### src/rtl/cpu_pkg.sv
// Shared RV32 fetch-side definitions: opcodes used by predecode and
// branch/jump immediate extraction (results include the implicit zero LSB).
package cpu_pkg;

  localparam logic [6:0] OP_BRANCH = 7'b1100011;
  localparam logic [6:0] OP_JAL    = 7'b1101111;
  localparam logic [6:0] OP_JALR   = 7'b1100111;

  // B-type: hi = instr[31:25], lo = instr[11:7]
  function automatic logic [12:0] imm_b(input logic [6:0] hi, input logic [4:0] lo);
    return {hi[6], lo[0], hi[5:0], lo[4:1], 1'b0};
  endfunction

  // J-type: u = instr[31:12]
  function automatic logic [20:0] imm_j(input logic [19:0] u);
    return {u[19], u[7:0], u[8], u[18:9], 1'b0};
  endfunction

endpackage

### src/rtl/cpu_fetch_queue.sv
// Power-of-two FIFO with synchronous flush; head is read straight from storage.
// Flush overrides push and pop in the same cycle; pop on empty is ignored.
module cpu_fetch_queue #(
  parameter int WIDTH = 32,
  parameter int DEPTH = 2
) (
  input  logic                       clk,
  input  logic                       rst_n,
  input  logic                       flush,
  input  logic                       push,
  input  logic [WIDTH-1:0]           push_data,
  input  logic                       pop,
  output logic [WIDTH-1:0]           head_data,
  output logic [$clog2(DEPTH+1)-1:0] count
);

  localparam int PW = $clog2(DEPTH);
  localparam int CW = $clog2(DEPTH+1);
  localparam logic [CW-1:0] DEPTH_C = CW'(DEPTH);

  logic [WIDTH-1:0] mem [DEPTH];
  logic [PW-1:0]    wr_ptr;
  logic [PW-1:0]    rd_ptr;
  logic             do_push;
  logic             do_pop;

  assign do_push   = push && !flush;
  assign do_pop    = pop && !flush && (count != '0);
  assign head_data = mem[rd_ptr];

  always_ff @(posedge clk or negedge rst_n) begin
    if (!rst_n) begin
      wr_ptr <= '0;
      rd_ptr <= '0;
      count  <= '0;
    end else if (flush) begin
      wr_ptr <= '0;
      rd_ptr <= '0;
      count  <= '0;
    end else begin
      if (do_push) wr_ptr <= wr_ptr + PW'(1);
      if (do_pop)  rd_ptr <= rd_ptr + PW'(1);
      case ({do_push, do_pop})
        2'b10:   count <= count + CW'(1);
        2'b01:   count <= count - CW'(1);
        default: count <= count;
      endcase
    end
  end

  always_ff @(posedge clk) begin
    if (do_push) mem[wr_ptr] <= push_data;
  end

  // The producer's issue rule guarantees a free slot for every response.
  a_no_overflow: assert property (@(posedge clk) disable iff (!rst_n)
    !(do_push && count == DEPTH_C));

endmodule

### src/rtl/cpu_fetch_unit.sv
// Fetch stage: owns the PC, keeps one imem request in flight, predecodes B/JAL
// responses against the predictor and queues them; redirects flush and squash.
module cpu_fetch_unit
  import cpu_pkg::*;
#(
  parameter int              XLEN         = 32,
  parameter logic [XLEN-1:0] RESET_VECTOR = '0,
  parameter int              QUEUE_DEPTH  = 2
) (
  input  logic            clk,
  input  logic            rst_n,
  output logic            imem_req_valid,
  input  logic            imem_req_ready,
  output logic [XLEN-1:0] imem_req_addr,
  input  logic            imem_rsp_valid,
  input  logic [31:0]     imem_rsp_data,
  output logic [XLEN-1:0] bp_addr,
  input  logic            bp_taken,
  input  logic            redirect_valid,
  input  logic [XLEN-1:0] redirect_pc,
  output logic            out_valid,
  input  logic            out_ready,
  output logic [31:0]     out_instr,
  output logic [XLEN-1:0] out_pc,
  output logic            out_pred_taken,
  output logic [XLEN-1:0] out_pred_target
);

  localparam int CW = $clog2(QUEUE_DEPTH+1);
  localparam logic [CW-1:0] DEPTH_C = CW'(QUEUE_DEPTH);
  localparam int EW = 32 + XLEN + 1 + XLEN;

  logic            outstanding;
  logic            stale;
  logic [XLEN-1:0] pc;
  logic [XLEN-1:0] req_pc;

  logic            req_fire;
  logic            rsp_fire;
  logic            push;
  logic            pop;
  logic [CW-1:0]   q_count;
  logic [EW-1:0]   q_head;

  logic [6:0]      opcode;
  logic [12:0]     ib;
  logic [20:0]     ij;
  logic [XLEN-1:0] seq_pc;
  logic [XLEN-1:0] target;
  logic            pred_taken;
  logic [XLEN-1:0] next_pc;

  // Gated by rst_n so no request is presented while reset is held.
  assign imem_req_valid = rst_n && !outstanding && (q_count < DEPTH_C) && !redirect_valid;
  assign imem_req_addr  = pc;
  assign bp_addr        = req_pc;

  assign req_fire = imem_req_valid && imem_req_ready;
  assign rsp_fire = imem_rsp_valid && outstanding;
  assign push     = rsp_fire && !stale && !redirect_valid;
  assign pop      = out_valid && out_ready;

  always_comb begin
    opcode     = imem_rsp_data[6:0];
    ib         = imm_b(imem_rsp_data[31:25], imem_rsp_data[11:7]);
    ij         = imm_j(imem_rsp_data[31:12]);
    seq_pc     = req_pc + XLEN'(4);
    target     = seq_pc;
    pred_taken = 1'b0;
    case (opcode)
      OP_BRANCH: begin
        target     = req_pc + {{(XLEN-13){ib[12]}}, ib};
        pred_taken = bp_taken;
      end
      OP_JAL: begin
        target     = req_pc + {{(XLEN-21){ij[20]}}, ij};
        pred_taken = 1'b1;
      end
      OP_JALR:  pred_taken = 1'b0;
      default:  pred_taken = 1'b0;
    endcase
    next_pc = pred_taken ? target : seq_pc;
  end

  always_ff @(posedge clk or negedge rst_n) begin
    if (!rst_n) begin
      pc          <= RESET_VECTOR;
      req_pc      <= RESET_VECTOR;
      outstanding <= 1'b0;
      stale       <= 1'b0;
    end else begin
      if (req_fire) begin
        outstanding <= 1'b1;
        req_pc      <= pc;
      end else if (rsp_fire) begin
        outstanding <= 1'b0;
      end

      // A squashed request still owes us one response, which must be dropped.
      if (redirect_valid)
        stale <= outstanding && !imem_rsp_valid;
      else if (rsp_fire && stale)
        stale <= 1'b0;

      if (redirect_valid)
        pc <= redirect_pc;
      else if (push)
        pc <= next_pc;
    end
  end

  cpu_fetch_queue #(
    .WIDTH (EW),
    .DEPTH (QUEUE_DEPTH)
  ) u_queue (
    .clk       (clk),
    .rst_n     (rst_n),
    .flush     (redirect_valid),
    .push      (push),
    .push_data ({imem_rsp_data, req_pc, pred_taken, next_pc}),
    .pop       (pop),
    .head_data (q_head),
    .count     (q_count)
  );

  assign out_valid = (q_count != '0);
  assign {out_instr, out_pc, out_pred_taken, out_pred_target} = q_head;

endmodule
### config.mk
export PLATFORM = sky130hd
export DESIGN_NAME = cpu_fetch_unit
export DESIGN_NICKNAME = d
export VERILOG_FILES = /design/src/rtl/cpu_pkg.sv /design/src/rtl/cpu_fetch_queue.sv /design/src/rtl/cpu_fetch_unit.sv
export SDC_FILE = /design/constraint.sdc
export NUM_CORES = 1
export LEC_CHECK = 0
export CORE_MARGIN = 10
export CORE_UTILIZATION = 57
export DETAILED_ROUTE_END_ITERATION = 7
export MAX_ROUTING_LAYER = met4
export PLACE_DENSITY = 0.95
export SLEW_MARGIN = 20
export SYNTH_ARGS = -nofsm -noshare
export SYNTH_HDL_FRONTEND = slang
export SYNTH_SLANG_ARGS = --single-unit
### constraint.sdc
create_clock -name clk -period 13.05 [get_ports clk]
set_input_delay 1.9575 -clock clk [delete_from_list [all_inputs] [get_ports clk]]
set_output_delay 1.9575 -clock clk [all_outputs]
set_load 0.01 [all_outputs]
# ---- After elaboration in Yosys (flattened, before gate mapping)
# Memories as Yosys holds them, arrays and structs flattened.
# Cells that the tools add are included.
dict set report totals {
  n_memories 1
  ram_bits 194
  in_bits 71
  register_bits 70
}
# name depth width read_ports rd_clocked_by_memory_dff wr line
set mem_list {}
lappend mem_list {u_queue.mem 2 97 1 0 1 cpu_fetch_queue.sv:21} ;# logic [WIDTH-1:0] mem [DEPTH];
dict set report classes {
  addsub 7
  mux 17
  reduce_logical 24
  order_cmp 1
  eq_ne 4
}
# operator n
set ops {}
lappend ops {{$mux 32} 3}
lappend ops {{$add 32x32->32} 2}
lappend ops {{$pmux 32 s2} 1}
lappend ops {{$add 32x3->32 const B} 1}
lappend ops {{$eq 7x7->1 const B} 2}
lappend ops {{$logic_and 1x1->1} 13}
lappend ops {{$reduce_bool 2->1} 6}
lappend ops {{$mux 1} 10}
lappend ops {{$logic_not 1->1} 4}
lappend ops {{$pmux 2 s2} 1}
lappend ops {{$reduce_bool 3->1} 1}
lappend ops {{$add 1x1->1 const B} 2}
lappend ops {{$add 2x1->2 const B} 1}
lappend ops {{$eq 2x1->1 const B} 1}
lappend ops {{$eq 2x2->1 const B} 1}
lappend ops {{$lt 2x2->1 const B} 1}
lappend ops {{$mux 2} 1}
lappend ops {{$pmux 1 s2} 1}
lappend ops {{$sub 2x1->2 const B} 1}

# ---- Logic depth before layout (Yosys ltp)
# Gate-level depths: netlist of the first run.
dict set report logic_depth {
  ltp_word 7
  depth_mapped 16
}

# ---- By module
# Synthesis of the first run repeated with hierarchy kept, for this count alone.
dict set report hier_totals {
  cells_unflattened 890
  hier_area_um2 12450.7
}
# module area_each_um2 seq_area_each_um2 cells_each instances
set modules_own_cells {}
lappend modules_own_cells {cpu_fetch_queue 7284.5 5925.7 325 1}
lappend modules_own_cells {cpu_fetch_unit 5166.2 1651.6 565 1}

# ---- Worst setup path after synthesis of the first run
# Ideal clock, no wire load.
dict set report synth_path {
  path_type {input to register}
  startpoint {in imem_rsp_valid}
  endpoint {mem u_queue.mem[0][10] in the netlist's numbering (enable)}
  path_slack_ns 5.750
  path_stages 5
  setup_time_ns 0.552
  arrival_ns 6.748
  required_ns 12.498
  path_buffers 1
  path_cell_list {nand2_1 -> nor2_1 -> buf_1 -> nand2_1 -> nor2_1}
}
dict set report synth_between {
  elab_chain_len 6
}
# item line
set synth_lines {}
lappend synth_lines {{from (decl)} cpu_fetch_unit.sv:15} ;# input logic imem_rsp_valid,
lappend synth_lines {{$logic_and 1x1->1} cpu_fetch_unit.sv:59} ;# assign rsp_fire = imem_rsp_valid && outstanding;
lappend synth_lines {{$logic_and 1x1->1 (2 in series)} cpu_fetch_unit.sv:60} ;# assign push = rsp_fire && !stale && !redirect_valid;
lappend synth_lines {{$logic_and 1x1->1} cpu_fetch_queue.sv:27} ;# assign do_push = push && !flush;
lappend synth_lines {{$mux 1} cpu_fetch_queue.sv:52} ;# if (do_push) mem[wr_ptr] <= push_data;
lappend synth_lines {{$mux 1 (implied by the code)} cpu_fetch_queue.sv:52}
lappend synth_lines {{to (decl)} cpu_fetch_queue.sv:21}
# Every way passes these cells.

# ---- Worst setup path in the final report of the first run
dict set report layout_path {
  startpoint {in imem_rsp_data[6]}
  endpoint {reg pc[15] (netlist: imem_req_addr[15])}
}
dict set report layout_between {
  elab_chain_len 5
  elab_cells_between_ends 7
  cone_classes {2 x eq/ne; 5 x mux}
}
# item line
set layout_lines {}
lappend layout_lines {{from (decl)} cpu_fetch_unit.sv:16} ;# input logic [31:0] imem_rsp_data,
lappend layout_lines {{$eq 7x7->1} cpu_fetch_unit.sv:70} ;# case (opcode)
lappend layout_lines {{$pmux 32 s2 / $pmux 1 s2 (equally long branches)} cpu_fetch_unit.sv:70}
lappend layout_lines {{$mux 32 (*)} cpu_fetch_unit.sv:82} ;# next_pc = pred_taken ? target : seq_pc;
lappend layout_lines {{via next_pc[15]} cpu_fetch_unit.sv:51} ;# logic [XLEN-1:0] next_pc;
lappend layout_lines {{$mux 32 (*)} cpu_fetch_unit.sv:107} ;# else if (push)
lappend layout_lines {{$mux 32 (*)} cpu_fetch_unit.sv:105} ;# if (redirect_valid)
lappend layout_lines {{to (signal assigned)} cpu_fetch_unit.sv:106} ;# pc <= redirect_pc;
lappend layout_lines {{to (signal assigned)} cpu_fetch_unit.sv:108} ;# pc <= next_pc;
lappend layout_lines {{to (decl)} cpu_fetch_unit.sv:35} ;# logic [XLEN-1:0] pc;
# The timed path passes the listed nets; every way through them passes the cells marked *. The select of a mux whose other input is x is not followed.
# A chain may end at the register's enable or synchronous reset.

==> results of run 1 <==
[layer usage]
metal | part of all wire (%) | global-route usage, % | vias to the layer above
li1 | - | - | 3985
met2 | 47 | 36.75 | 457
met3 | 8.7 | 5.095 | 56
met5 | 0 | - | -
met1 | 42 | 31.25 | 4372
met4 | 2.1 | 6.510 | 0
[worst max-delay path: stages]
cell,delay [ps]
sky130_fd_sc_hd__clkdlybuf4s50_1,500
sky130_fd_sc_hd__nor2b_1,160
sky130_fd_sc_hd__nand4_1,150
sky130_fd_sc_hd__nor2_1,170
sky130_fd_sc_hd__buf_4,220
sky130_fd_sc_hd__mux2_2,360
sky130_fd_sc_hd__ha_1,200
sky130_fd_sc_hd__fa_1,410
sky130_fd_sc_hd__a21o_1,240
sky130_fd_sc_hd__a221oi_4,320
sky130_fd_sc_hd__o211a_4,280
sky130_fd_sc_hd__o21ai_2,100
sky130_fd_sc_hd__xnor2_1,160
sky130_fd_sc_hd__o21ai_0,490
sky130_fd_sc_hd__mux2i_1,190
sky130_fd_sc_hd__o21ai_0,210
[worst max path at each step]
stage | to | slack, ps
finish | imem_req_addr[15]$_DFFE_PN0P_ | 7360
global route | imem_req_addr[31]$_DFFE_PN0P_ | 7190
CTS | imem_req_addr[31]$_DFFE_PN0P_ | 7360
detailed placement | imem_req_addr[31]$_DFFE_PN0P_ | 6830
global placement | imem_req_addr[31]$_DFFE_PN0P_ | 7000
floorplan | u_queue.mem[0][10]$_DFFE_PP_ | 5750
[placed cells by master, fill, tap and decap left out, drive strengths merged, types with 4 or more instances in the layout]
| cell type | instances |
|---|---|
| nand3 | 23 |
| ha | 34 |
| buf | 11 |
| nand2 | 75 |
| clkdlybuf4s50 | 231 |
| edfxtp | 192 |
| and2 | 5 |
| xor2 | 19 |
| a21o | 24 |
| nor2 | 37 |
| and3 | 15 |
| a21oi | 50 |
| nand4 | 14 |
| inv | 18 |
| dfrtp | 70 |
| bufinv | 4 |
| a2bb2oi | 5 |
| xnor2 | 36 |
| or2 | 5 |
| a31oi | 9 |
| o21ai | 57 |
| clkinv | 8 |
| o21bai | 5 |
| o21a | 4 |
| nor3 | 6 |
| nor2b | 4 |
| mux2i | 24 |
| mux2 | 133 |
| clkbuf | 35 |
| or3 | 4 |
[flip-flops by register name, summed over array words and instances, names as in the netlist]
name	flops
imem_req_addr	32
u_queue.rd_ptr	1
outstanding	1
bp_addr	32
stale	1
u_queue.mem	192
u_queue.wr_ptr	1
u_queue.count	2
[through the flow]
step	setup WS [ps]	power, mW
4_1_cts	7358	2.495
2_1_floorplan	5750	1.435
3_3_place_gp	7001	1.682
3_5_place_dp	6829	1.705
6_report	7362	2.497
5_1_grt	7190	2.589
[logic make-up (layout without fill, tap and decap cells)]
group,count (synthesis),in the layout
AO/OA/AOI/OAI,179,179
XOR/XNOR,55,55
adder cells (fa/ha/maj),35,35
buffers and inverters,60,307
flip-flops,262,262
multiplexers,157,157
AND/OR/NAND/NOR,197,197
[layout make-up]
cell class | count | area [sq um]
Sequential cell | 262 | 7521
Fill cell | 1393 | 5714
Multi-Input combinational cell | 623 | 4875
Timing Repair Buffer | 242 | 2392
Clock buffer | 35 | 737.0
Tap cell | 280 | 350.3
Clock inverter | 13 | 170.2
Inverter | 17 | 63.81
[power by group]
group          internal [mW]  leakage [nW]  switching (mW)
Sequential             0.976          2.59           0.102
Combinational          0.296          2.91           0.337
Clock                  0.476         0.447           0.310
==> parameters.txt, run 1 <==
Parameter                              Value

Place
  Routability congestion estimate from global placement    0.9420
  Cell count after placement    about 1400
  Quantity of I/O buffers inserted on ports    around 230
  Placed inst area    15200 sq um
  Post-DP HPWL    23820 um

Global route
  Global-route usage over all layers    a little under a quarter
  Via count of the first global-routing pass    just over 9000
  Antenna violations before repair    0
  Maximum number of pins on one net before global-route repair    75
  GRT Residual Overflow    0
  Global-route wire length before repair    approximately 52000 um

Finish
  Area growth from synthesis to layout    27.78%
  Final standard cell count with taps included and fillers excluded    ~1500
  Post-route cell area    16110 sq um
  Layout Nets    1278
  # diodes    0
  Utilization of the core after routing    73.82%
  Fraction of layout cells with a size suffix above 1    between 10% and 20%

Synthesis
  Synthesized-area fraction occupied by adder cells    roughly 3.5%
  Synthesized net count    between 1000 and 1500
  Main area contributors after synthesis    sky130_fd_sc_hd__edfxtp_1, sky130_fd_sc_hd__dfrtp_1, sky130_fd_sc_hd__mux2_2
  Dominant combinational cell family by area after synthesis    multiplexers
  Proportion of synthesized area in mux cells    13.79%
  Ys async rst share    26.72%
  Post-synth design cell area    approximately 13000 sq um
  Mean cell area of the mapped netlist    13.34 sq um
  Synth Area in Simple Gates    7.592%
  Most repeated cell in the gate-level netlist after synthesis    sky130_fd_sc_hd__edfxtp_1
  Number of enable-type register cells in the synthesized netlist    192
  Sequential-to-total area share from yosys stat    around 60%
  Xor/xnor share of the synthesized area    under 10%
  Number of different library cells in the post-synthesis netlist    63
  Proportion of netlist area held by the largest area contributor    45.73%
  Synthesized flop and latch total    about 260
  Commonest cells in the synthesized netlist    sky130_fd_sc_hd__edfxtp_1, sky130_fd_sc_hd__mux2_2, sky130_fd_sc_hd__nand2_1, sky130_fd_sc_hd__dfrtp_1, sky130_fd_sc_hd__a21oi_1
  Warnings from Yosys    0
  Library cell occupying the most area in the post-synthesis netlist    sky130_fd_sc_hd__edfxtp_1
  Instance count of the mapped netlist    945
  Synth Area in Compound Gates    just under 10%
  Main flop type after synthesis    sky130_fd_sc_hd__edfxtp_1

STA
  Count of pins over their slew limit    0
  Worst relative slew slack    between 20% and 30%
  Post-route worst hold slack    530.6 ps
  Actual slew at the worst max-slew pin    1112 ps
  Hold violation count in the final report    0
  Total Neg Setup Slack    0 ps
  RSZ-0062 raised after global routing    no
  Highest achievable clock rate    175.8 MHz
  Post-route fraction of the period consumed by the critical path    43.59%
  Worst clock skew    roughly 12 ps
  Setup violations, final    0
  Shortest clock period the worst path allows after layout    approximately 5700 ps

Clocking
  Source-to-sink clock delay at the later pin of the worst-skew pair    530 ps
  CTS sink count    262
  Hold-fix buffer count after cts    0
  Inserted Clock Buffers    26
  Post-CTS sizing    0
  CTS tree    done
  Clk pin slew, worst setup/hold paths    60 ps
  Number of setup buffers added after CTS    0
  Clock Tree Buf Depth    3
  H-tree level count    1
  Clock tree root driver cell    sky130_fd_sc_hd__clkbuf_16

Detailed routing
  Total number of vias    roughly 9000
  Detailed-route wire length    34430 um
  DRC    0
  Remaining antenna violation count    0
  Ratio of routed vias to standard cells    about 6
  Number of iterations in the first detailed-routing pass    7
  Avg WL per Cell    between 20 and 25 um
  Iter 0 DRT Violations    around 900

Worst setup path
  Startpoint of the lowest-slack register-to-register path    outstanding$_DFFE_PN0P_
  Category of the most critical setup path    in2reg
  Origin of the worst setup path    imem_rsp_data[6]
  Logic depth of the worst register-to-register path    6
  Arrival time worst endpoint    6120 ps
  Minimum setup slack among reg-to-reg paths    9370 ps
  Critical Path Start Type    input pin
  Maximum fanout encountered on the critical timing path    14
  Critical R2R Capture    u_queue.mem[0][65]$_DFFE_PP_
  CP Capture Type    flop
  Req. time, crit path    13480 ps

Floorplanning
  Boundary pin count    234
  Placeable core region    21820 sq um
  Die W    168.7 um
  Initial cell density of the core    57.77%
  Vertical extent of the die    roughly 170 um
  Full die area    28470 sq um
  Placement Rows    54

Flow run
  Number of maximum-capacitance violations    0

Power
  Pleak    ~5.9 nW
  P per Cell Area    155.0 nW/um^2
  Worst ir drop on vdd    between 90 and 100 uV

Worst hold path
  Hold-critical path depth    1
  End of the worst hold path    bp_addr[28]$_DFFE_PN0P_
  Hold path startpoint    imem_req_addr[28]$_DFFE_PN0P_
  HP Class    reg2reg

Run status
  Run status    finished, final reports clean
(Power assumes the default switching activity.)
==> inputs of run 2 (changes only) <==
--- a/config.mk
+++ b/config.mk
@@ -6,10 +6,10 @@
 export NUM_CORES = 1
 export LEC_CHECK = 0
 export CORE_MARGIN = 10
-export CORE_UTILIZATION = 57
+export CORE_UTILIZATION = 53
 export DETAILED_ROUTE_END_ITERATION = 7
 export MAX_ROUTING_LAYER = met4
-export PLACE_DENSITY = 0.95
+export PLACE_DENSITY = 0.92
 export SLEW_MARGIN = 20
 export SYNTH_ARGS = -nofsm -noshare
 export SYNTH_HDL_FRONTEND = slang
==> constraint.sdc (replaced) <==
create_clock -name clk -period 5.89 [get_ports clk]
set_input_delay 0.8835 -clock clk [delete_from_list [all_inputs] [get_ports clk]]
set_output_delay 0.8835 -clock clk [all_outputs]
set_load 0.01 [all_outputs]
==> parameters.txt, run 2 (synthesis gave the netlist of run 1 again) <==
Parameter                              Value

Place
  Post-DP HPWL    24640 um (was 23820 um)
  Worst setup slack after placement    743.1 ps (was 6829 ps)
  Routability congestion estimate from global placement    0.9057 (was 0.9420)
  Quantity of I/O buffers inserted on ports    233 (unchanged)

Finish
  Layout Nets    1282 (was 1278)
  Area growth from synthesis to layout    27.43% (was 27.78%)
  Fraction of layout cells with a size suffix above 1    17.06% (was 17.79%)
  Register ranked first by flip-flop count    u_queue.mem (unchanged)
  Utilization of the core after routing    68.44% (was 73.82%)
  Largest register FFs    192 (unchanged)
  Highest-count cells in the layout ignoring fill and taps    sky130_fd_sc_hd__clkdlybuf4s50_1, sky130_fd_sc_hd__edfxtp_1, sky130_fd_sc_hd__mux2_2, sky130_fd_sc_hd__nand2_1, sky130_fd_sc_hd__dfrtp_1 (unchanged)
  Area occupied by registers    7521 sq um (unchanged)
  Most common cell after layout, fill and taps aside    sky130_fd_sc_hd__clkdlybuf4s50_1 (unchanged)
  Count of fill cells added during filler insertion    1619 (was 1393)
  Combined area of the multi-input logic cells    4875 sq um (unchanged)

Floorplanning
  Boundary pin count    234 (unchanged)
  Initial cell density of the core    53.71% (was 57.77%)
  Placement Rows    56 (was 54)
  Full die area    30360 sq um (was 28470 sq um)
  Die W    174.2 um (was 168.7 um)
  Vertical extent of the die    174.2 um (was 168.7 um)
  Placeable core region    23470 sq um (was 21820 sq um)

Worst setup path
  Largest delay contributor family on the critical path    compound AO/OA/AOI/OAI gates (unchanged)
  Category of the most critical setup path    in2reg (unchanged)
  Arrival time worst endpoint    5010 ps (was 6120 ps)
  Series of cell instances along the critical path    clkdlybuf4s50_1 > nor2b_1 > nand4_1 > nor2_1 > buf_4 > mux2_2 > fa_1 > a21o_1 > a221oi_4 > o211a_4 > o211ai_4 > a211o_1 > a211oi_2 > xnor2_1 > nand2_1 > a2bb2oi_2 (was clkdlybuf4s50_1 > nor2b_1 > nand4_1 > nor2_1 > buf_4 > mux2_2 > ha_1 > fa_1 > a21o_1 > a221oi_4 > o211a_4 > o21ai_2 > xnor2_1 > o21ai_0 > mux2i_1 > o21ai_0)
  Maximum fanout encountered on the critical timing path    13 (was 14)
  Critical Path Start Type    input pin (unchanged)
  Highest cell delay on the worst timing path    490 ps (was 500 ps)
  Crit path max-delay cell type    sky130_fd_sc_hd__clkdlybuf4s50_1 (unchanged)
  CP Capture Type    flop (unchanged)
  Worst Path Buf+Inv    2 (unchanged)
  Req. time, crit path    6350 ps (was 13480 ps)

Detailed routing
  Remaining antenna violation count    0 (unchanged)
  Total number of vias    8925 (was 8870)
  Detailed-route wire length    34840 um (was 34430 um)
  DRC    0 (unchanged)
  Avg WL per Cell    22.98 um (was 23.39 um)
  Iter 0 DRT Violations    807 (was 883)
  Ratio of routed vias to standard cells    5.887 (was 6.026)
  Number of iterations in the first detailed-routing pass    7 (unchanged)

STA
  Total Neg Setup Slack    0 ps (unchanged)
  Highest achievable clock rate    around 220 MHz
  Hold violation count in the final report    0 (unchanged)
  RSZ-0062 raised after global routing    no (unchanged)
  Actual slew at the worst max-slew pin    1051 ps (was 1112 ps)
  Worst relative slew slack    29.95% (was 25.85%)
  Count of pins over their slew limit    0 (unchanged)
  Setup violations, final    0 (unchanged)
  Post-route fraction of the period consumed by the critical path    77.30%
  Worst Slack Setup Final    1337 ps (was 7362 ps)
  Shortest clock period the worst path allows after layout    4553 ps
  Post-route worst hold slack    482.9 ps (was 530.6 ps)
  Worst clock skew    15.32 ps (was 12.21 ps)

Clocking
  Post-CTS sizing    0 (unchanged)
  Clk pin slew, worst setup/hold paths    60 ps (about the same)
  Source-to-sink clock delay at the later pin of the worst-skew pair    540 ps (was 530 ps)
  Inserted Clock Buffers    27 (was 26)
  Number of setup buffers added after CTS    0 (unchanged)
  CTS sink count    262 (unchanged)
  Hold-fix buffer count after cts    0 (unchanged)
  Clock Tree Buf Depth    3 (unchanged)
  Clock tree root driver cell    sky130_fd_sc_hd__clkbuf_16 (unchanged)
  CTS tree    done (unchanged)
  H-tree level count    1 (unchanged)

Global route
  GR Util met2    36.20% (was 36.75%)
  GRT Residual Overflow    0 (unchanged)
  Maximum number of pins on one net before global-route repair    72 (was 75)
  Global-route usage over all layers    22.88% (was 23.74%)
  Via count of the first global-routing pass    9094 (was 9051)
  Global-route wire length before repair    53790 um (was 52320 um)
  Met1 Resource Use GR    29.37% (was 31.25%)
  Met3 routing resource usage after global routing    4.745% (was 5.095%)
  Peak-usage layer in the global routing report    met2 (unchanged)
  Antenna violations before repair    1 (was 0)

Power
  P per Cell Area    329.8 nW/um^2 (was 155.0 nW/um^2)
  Pleak    5.886 nW (was 5.945 nW)
  Worst ir drop on vdd    225.4 uV (was 98.41 uV)
  Tot Pwr    5.299 mW (was 2.497 mW)

Run status
  Run status    finished, final reports clean (unchanged)

Flow run
  Number of maximum-capacitance violations    0 (unchanged)

Worst hold path
  HP Class    in2async (was reg2reg)
run 2: changes by cell type in the layout (fill, tap and decap cells not counted), moves of 2 or more:
| cell | change |
|---|---|
| sky130_fd_sc_hd__clkinv_2 | -4 |
| sky130_fd_sc_hd__clkinv_1 | +3 |
| sky130_fd_sc_hd__bufinv_16 | -4 |
| sky130_fd_sc_hd__buf_12 | +2 |
| sky130_fd_sc_hd__clkbuf_1 | +9 |
run 2: worst reg2reg max path, delay by kind of cell, from the launching register on:
| kind | cells | cell delay, ps |
|---|---|---|
| fa+ha+maj | 2 | 680 |
| compound gates | 7 | 1650 |
| simple gates | 1 | 100 |
| xor+xnor | 1 | 190 |
| flops | 1 | 480 |
run 2: area by class of cell:
class                      count  share of cell area (%)
multi-input combinational    623                   30.34
tap                          319                   2.484
clock buffer                  42                   4.556
antenna                        1                 0.01558
inverter                      17                  0.3972
timing repair buffer         245                   15.19
clock inverter                 7                  0.2025
sequential                   262                   46.81
run 2: path summary, 6_finish.rpt:
kind	startpoint	to	slack (ps)	cells past startpoint
min	rst_n	imem_req_addr[7]$_DFFE_PN0P_	480	1
max reg2reg	bp_addr[1]$_DFFE_PN0P_	imem_req_addr[31]$_DFFE_PN0P_	2690	11
max in group asynchronous	rst_n	u_queue.rd_ptr$_DFFE_PN0P_	4690	1
min in group clk	outstanding$_DFFE_PN0P_	stale$_DFFE_PN0P_	520	1
min reg2reg	outstanding$_DFFE_PN0P_	stale$_DFFE_PN0P_	520	1
max	imem_rsp_data[6]	imem_req_addr[31]$_DFFE_PN0P_	1340	16
run 2: power breakdown:
group	leakage, nW	internal, mW	switching [mW]	total, mW
Combinational	2.93	0.657	0.740	1.40
Clock	0.367	0.847	0.665	1.51
Sequential	2.59	2.16	0.227	2.39
Total	5.89	3.67	1.63	5.30
run 2: stage by stage:
stage,std cells,instance area [sq um]
5_1_grt,1516,16070
3_3_place_gp,1466,15300
3_5_place_dp,1466,15300
4_1_cts,1515,16060
6_report,1516,16070
2_1_floorplan,945,12610
run 2: routing by layer:
metal	part of all wire [%]	up-vias
met4	2.5	0
met2	47	431
met3	8.7	55
met1	42	4436
li1	-	4003
met5	0	-
==> inputs of run 3 (changes only) <==
==> constraint.sdc (replaced) <==
create_clock -name clk -period 4.5 [get_ports clk]
set_input_delay 0.675 -clock clk [delete_from_list [all_inputs] [get_ports clk]]
set_output_delay 0.675 -clock clk [all_outputs]
set_load 0.01 [all_outputs]
==> parameters.txt, run 3 (synthesis gave the netlist of run 1 again) <==
Parameter                              Value

Clocking
  Post-CTS sizing    0 (unchanged)
  Clock tree root driver cell    sky130_fd_sc_hd__clkbuf_16 (unchanged)
  Clk pin slew, worst setup/hold paths    60 ps (about the same)
  Clock Tree Buf Depth    3 (unchanged)
  CTS tree    done (unchanged)
  Source-to-sink clock delay at the later pin of the worst-skew pair    550 ps (was 540 ps)
  Number of setup buffers added after CTS    0 (unchanged)
  H-tree level count    1 (unchanged)
  Hold-fix buffer count after cts    0 (unchanged)
  CTS sink count    262 (unchanged)
  Inserted Clock Buffers    26 (was 27)

Worst setup path
  Logic depth of the worst register-to-register path    11 (unchanged)
  Maximum fanout encountered on the critical timing path    4 (was 13)
  Minimum setup slack among reg-to-reg paths    1350 ps (was 2690 ps)
  Worst Path Buf+Inv    2 (unchanged)
  Arrival time worst endpoint    4670 ps (was 5010 ps)
  Largest delay contributor family on the critical path    compound AO/OA/AOI/OAI gates (unchanged)
  Req. time, crit path    4960 ps (was 6350 ps)
  Critical R2R Capture    imem_req_addr[31]$_DFFE_PN0P_ (unchanged)
  CP Capture Type    flop (unchanged)
  Highest cell delay on the worst timing path    480 ps (was 490 ps)
  Category of the most critical setup path    in2reg (unchanged)
  Crit path max-delay cell type    sky130_fd_sc_hd__clkdlybuf4s50_1 (unchanged)
  Startpoint of the lowest-slack register-to-register path    bp_addr[1]$_DFFE_PN0P_ (unchanged)
  Critical Path Start Type    input pin (unchanged)
  Series of cell instances along the critical path    clkdlybuf4s50_1 > nor2b_1 > nand4_1 > nor2_1 > buf_4 > mux2_2 > ha_1 > fa_1 > a21o_1 > a221oi_4 > o211a_4 > o211ai_4 > a211o_1 > a211oi_2 > xnor2_1 > nand2_1 > a2bb2oi_2 (was clkdlybuf4s50_1 > nor2b_1 > nand4_1 > nor2_1 > buf_4 > mux2_2 > fa_1 > a21o_1 > a221oi_4 > o211a_4 > o211ai_4 > a211o_1 > a211oi_2 > xnor2_1 > nand2_1 > a2bb2oi_2)

Place
  Quantity of I/O buffers inserted on ports    233 (unchanged)
  Routability congestion estimate from global placement    0.9274 (was 0.9057)
  Placed inst area    15550 sq um (was 15300 sq um)
  Worst setup slack after placement    -270.2 ps (was 743.1 ps)
  Post-DP HPWL    24500 um (was 24640 um)
  Cell count after placement    1496 (was 1466)

Global route
  Global-route wire length before repair    53510 um (was 53790 um)
  Via count of the first global-routing pass    9159 (was 9094)
  Global-route usage over all layers    22.76% (was 22.88%)
  Met1 Resource Use GR    29.43% (was 29.37%)
  Peak-usage layer in the global routing report    met2 (unchanged)
  Maximum number of pins on one net before global-route repair    71 (was 72)
  GRT Residual Overflow    0 (unchanged)
  GR Util met2    35.53% (was 36.20%)
  Antenna violations before repair    1 (unchanged)
  Met3 routing resource usage after global routing    5.027% (was 4.745%)

Detailed routing
  Ratio of routed vias to standard cells    5.800 (was 5.887)
  Number of iterations in the first detailed-routing pass    6 (was 7)
  Avg WL per Cell    22.51 um (was 22.98 um)
  Detailed-route wire length    34780 um (was 34840 um)
  Iter 0 DRT Violations    987 (was 807)
  Remaining antenna violation count    0 (unchanged)
  DRC    0 (unchanged)
  Total number of vias    8961 (was 8925)

STA
  Shortest clock period the worst path allows after layout    4210 ps
  Count of pins over their slew limit    0 (unchanged)
  Highest achievable clock rate    ~240 MHz
  Post-route fraction of the period consumed by the critical path    approximately 94%
  Worst relative slew slack    39.23% (was 29.95%)
  Actual slew at the worst max-slew pin    911.5 ps (was 1051 ps)
  Hold violation count in the final report    0 (unchanged)
  RSZ-0062 raised after global routing    no (unchanged)
  Worst clock skew    20.80 ps (was 15.32 ps)
  Setup violations, final    0 (unchanged)
  Worst Slack Setup Final    290.1 ps (was 1337 ps)
  Post-route worst hold slack    377.2 ps (was 482.9 ps)

Floorplanning
  Full die area    30360 sq um (unchanged)
  Placeable core region    23470 sq um (unchanged)
  Die W    174.2 um (unchanged)
  Vertical extent of the die    174.2 um (unchanged)
  Boundary pin count    234 (unchanged)
  Initial cell density of the core    53.71% (unchanged)
  Placement Rows    56 (unchanged)

Finish
  Largest register FFs    192 (unchanged)
  Post-route cell area    16430 sq um (was 16070 sq um)
  Area growth from synthesis to layout    30.31% (was 27.43%)
  Register ranked first by flip-flop count    u_queue.mem (unchanged)
  Highest-count cells in the layout ignoring fill and taps    sky130_fd_sc_hd__clkdlybuf4s50_1, sky130_fd_sc_hd__edfxtp_1, sky130_fd_sc_hd__mux2_2, sky130_fd_sc_hd__nand2_1, sky130_fd_sc_hd__dfrtp_1 (unchanged)
  Count of fill cells added during filler insertion    1551 (was 1619)
  Final standard cell count with taps included and fillers excluded    1545 (was 1516)
  Most common cell after layout, fill and taps aside    sky130_fd_sc_hd__clkdlybuf4s50_1 (unchanged)
  Fraction of layout cells with a size suffix above 1    20.16% (was 17.06%)
  Layout Nets    1311 (was 1282)

Power
  Pleak    6.106 nW (was 5.886 nW)
  Worst ir drop on vdd    305.8 uV (was 225.4 uV)
  P per Cell Area    442.2 nW/um^2 (was 329.8 nW/um^2)
  Tot Pwr    7.264 mW (was 5.299 mW)

Run status
  Run status    finished, final reports clean (unchanged)

Flow run
  Number of maximum-capacitance violations    0 (unchanged)

Worst hold path
  HP Class    in2async (unchanged)
run 3: cell types whose count changed in the layout (fill, tap and decap cells not counted), moves of 2 or more:
cell	before	now
sky130_fd_sc_hd__buf_12	2	4
sky130_fd_sc_hd__buf_4	11	39
sky130_fd_sc_hd__bufinv_16	0	3
sky130_fd_sc_hd__clkbuf_1	15	0
sky130_fd_sc_hd__clkinv_2	1	6
sky130_fd_sc_hd__inv_4	0	2
run 3: layout make-up:
cell class	count	area, sq um	share of cell area, %
clock inverters	20	187.7	1.142
inverters	17	63.81	0.3884
repair buffers	275	2690	16.37
multi-input cells	623	4875	29.67
clock buffers	28	689.4	4.196
diodes	1	2.502	0.01523
flip-flops and latches	262	7521	45.78
well taps	319	399.1	2.430
run 3: where the power goes:
| part | switching (mW) | total [mW] | internal (mW) | leakage (nW) |
|---|---|---|---|---|
| clock | 0.927 | 2.21 | 1.28 | 0.436 |
| combinational | 0.989 | 1.92 | 0.934 | 3.08 |
| sequential | 0.302 | 3.13 | 2.83 | 2.59 |
| total | 2.22 | 7.26 | 5.05 | 6.11 |
run 3: through the flow:
step           setup TNS [ps]  utilization (%)
6_report                    0            69.99
5_1_grt                     0            69.99
4_1_cts                     0            69.98
3_5_place_dp            -3192            66.24
3_3_place_gp           -446.3            66.24
2_1_floorplan               0                -
run 3: worst reg2reg max path: stages (launching register included):
cell	delay [ps]
sky130_fd_sc_hd__dfrtp_1	480
sky130_fd_sc_hd__ha_1	270
sky130_fd_sc_hd__fa_1	400
sky130_fd_sc_hd__a21o_1	250
sky130_fd_sc_hd__a221oi_4	310
sky130_fd_sc_hd__o211a_4	270
sky130_fd_sc_hd__o211ai_4	130
sky130_fd_sc_hd__a211o_1	290
sky130_fd_sc_hd__a211oi_2	250
sky130_fd_sc_hd__xnor2_1	180
sky130_fd_sc_hd__nand2_1	100
sky130_fd_sc_hd__a2bb2oi_2	160
run 3: how the worst max path moves through the flow:
stage                      from                       endpoint  slack (ps)  cells past startpoint
2_1_floorplan    imem_rsp_valid   u_queue.mem[0][10]$_DFFE_PP_         100                      5
3_3_place_gp   imem_rsp_data[6]  imem_req_addr[31]$_DFFE_PN0P_        -140                     17
3_5_place_dp   imem_rsp_data[6]  imem_req_addr[31]$_DFFE_PN0P_        -270                     17
4_1_cts        imem_rsp_data[6]  imem_req_addr[31]$_DFFE_PN0P_         270                     17
5_1_grt        imem_rsp_data[6]  imem_req_addr[31]$_DFFE_PN0P_          60                     17
6_report       imem_rsp_data[6]  imem_req_addr[31]$_DFFE_PN0P_         290                     17
run 3: routing by layer:
metal / share of wire [%] / up-vias
met4: 2.4 / 0
met3: 9.0 / 54
met5: 0 / -
li1: - / 4068
met1: 42 / 4411
met2: 47 / 428
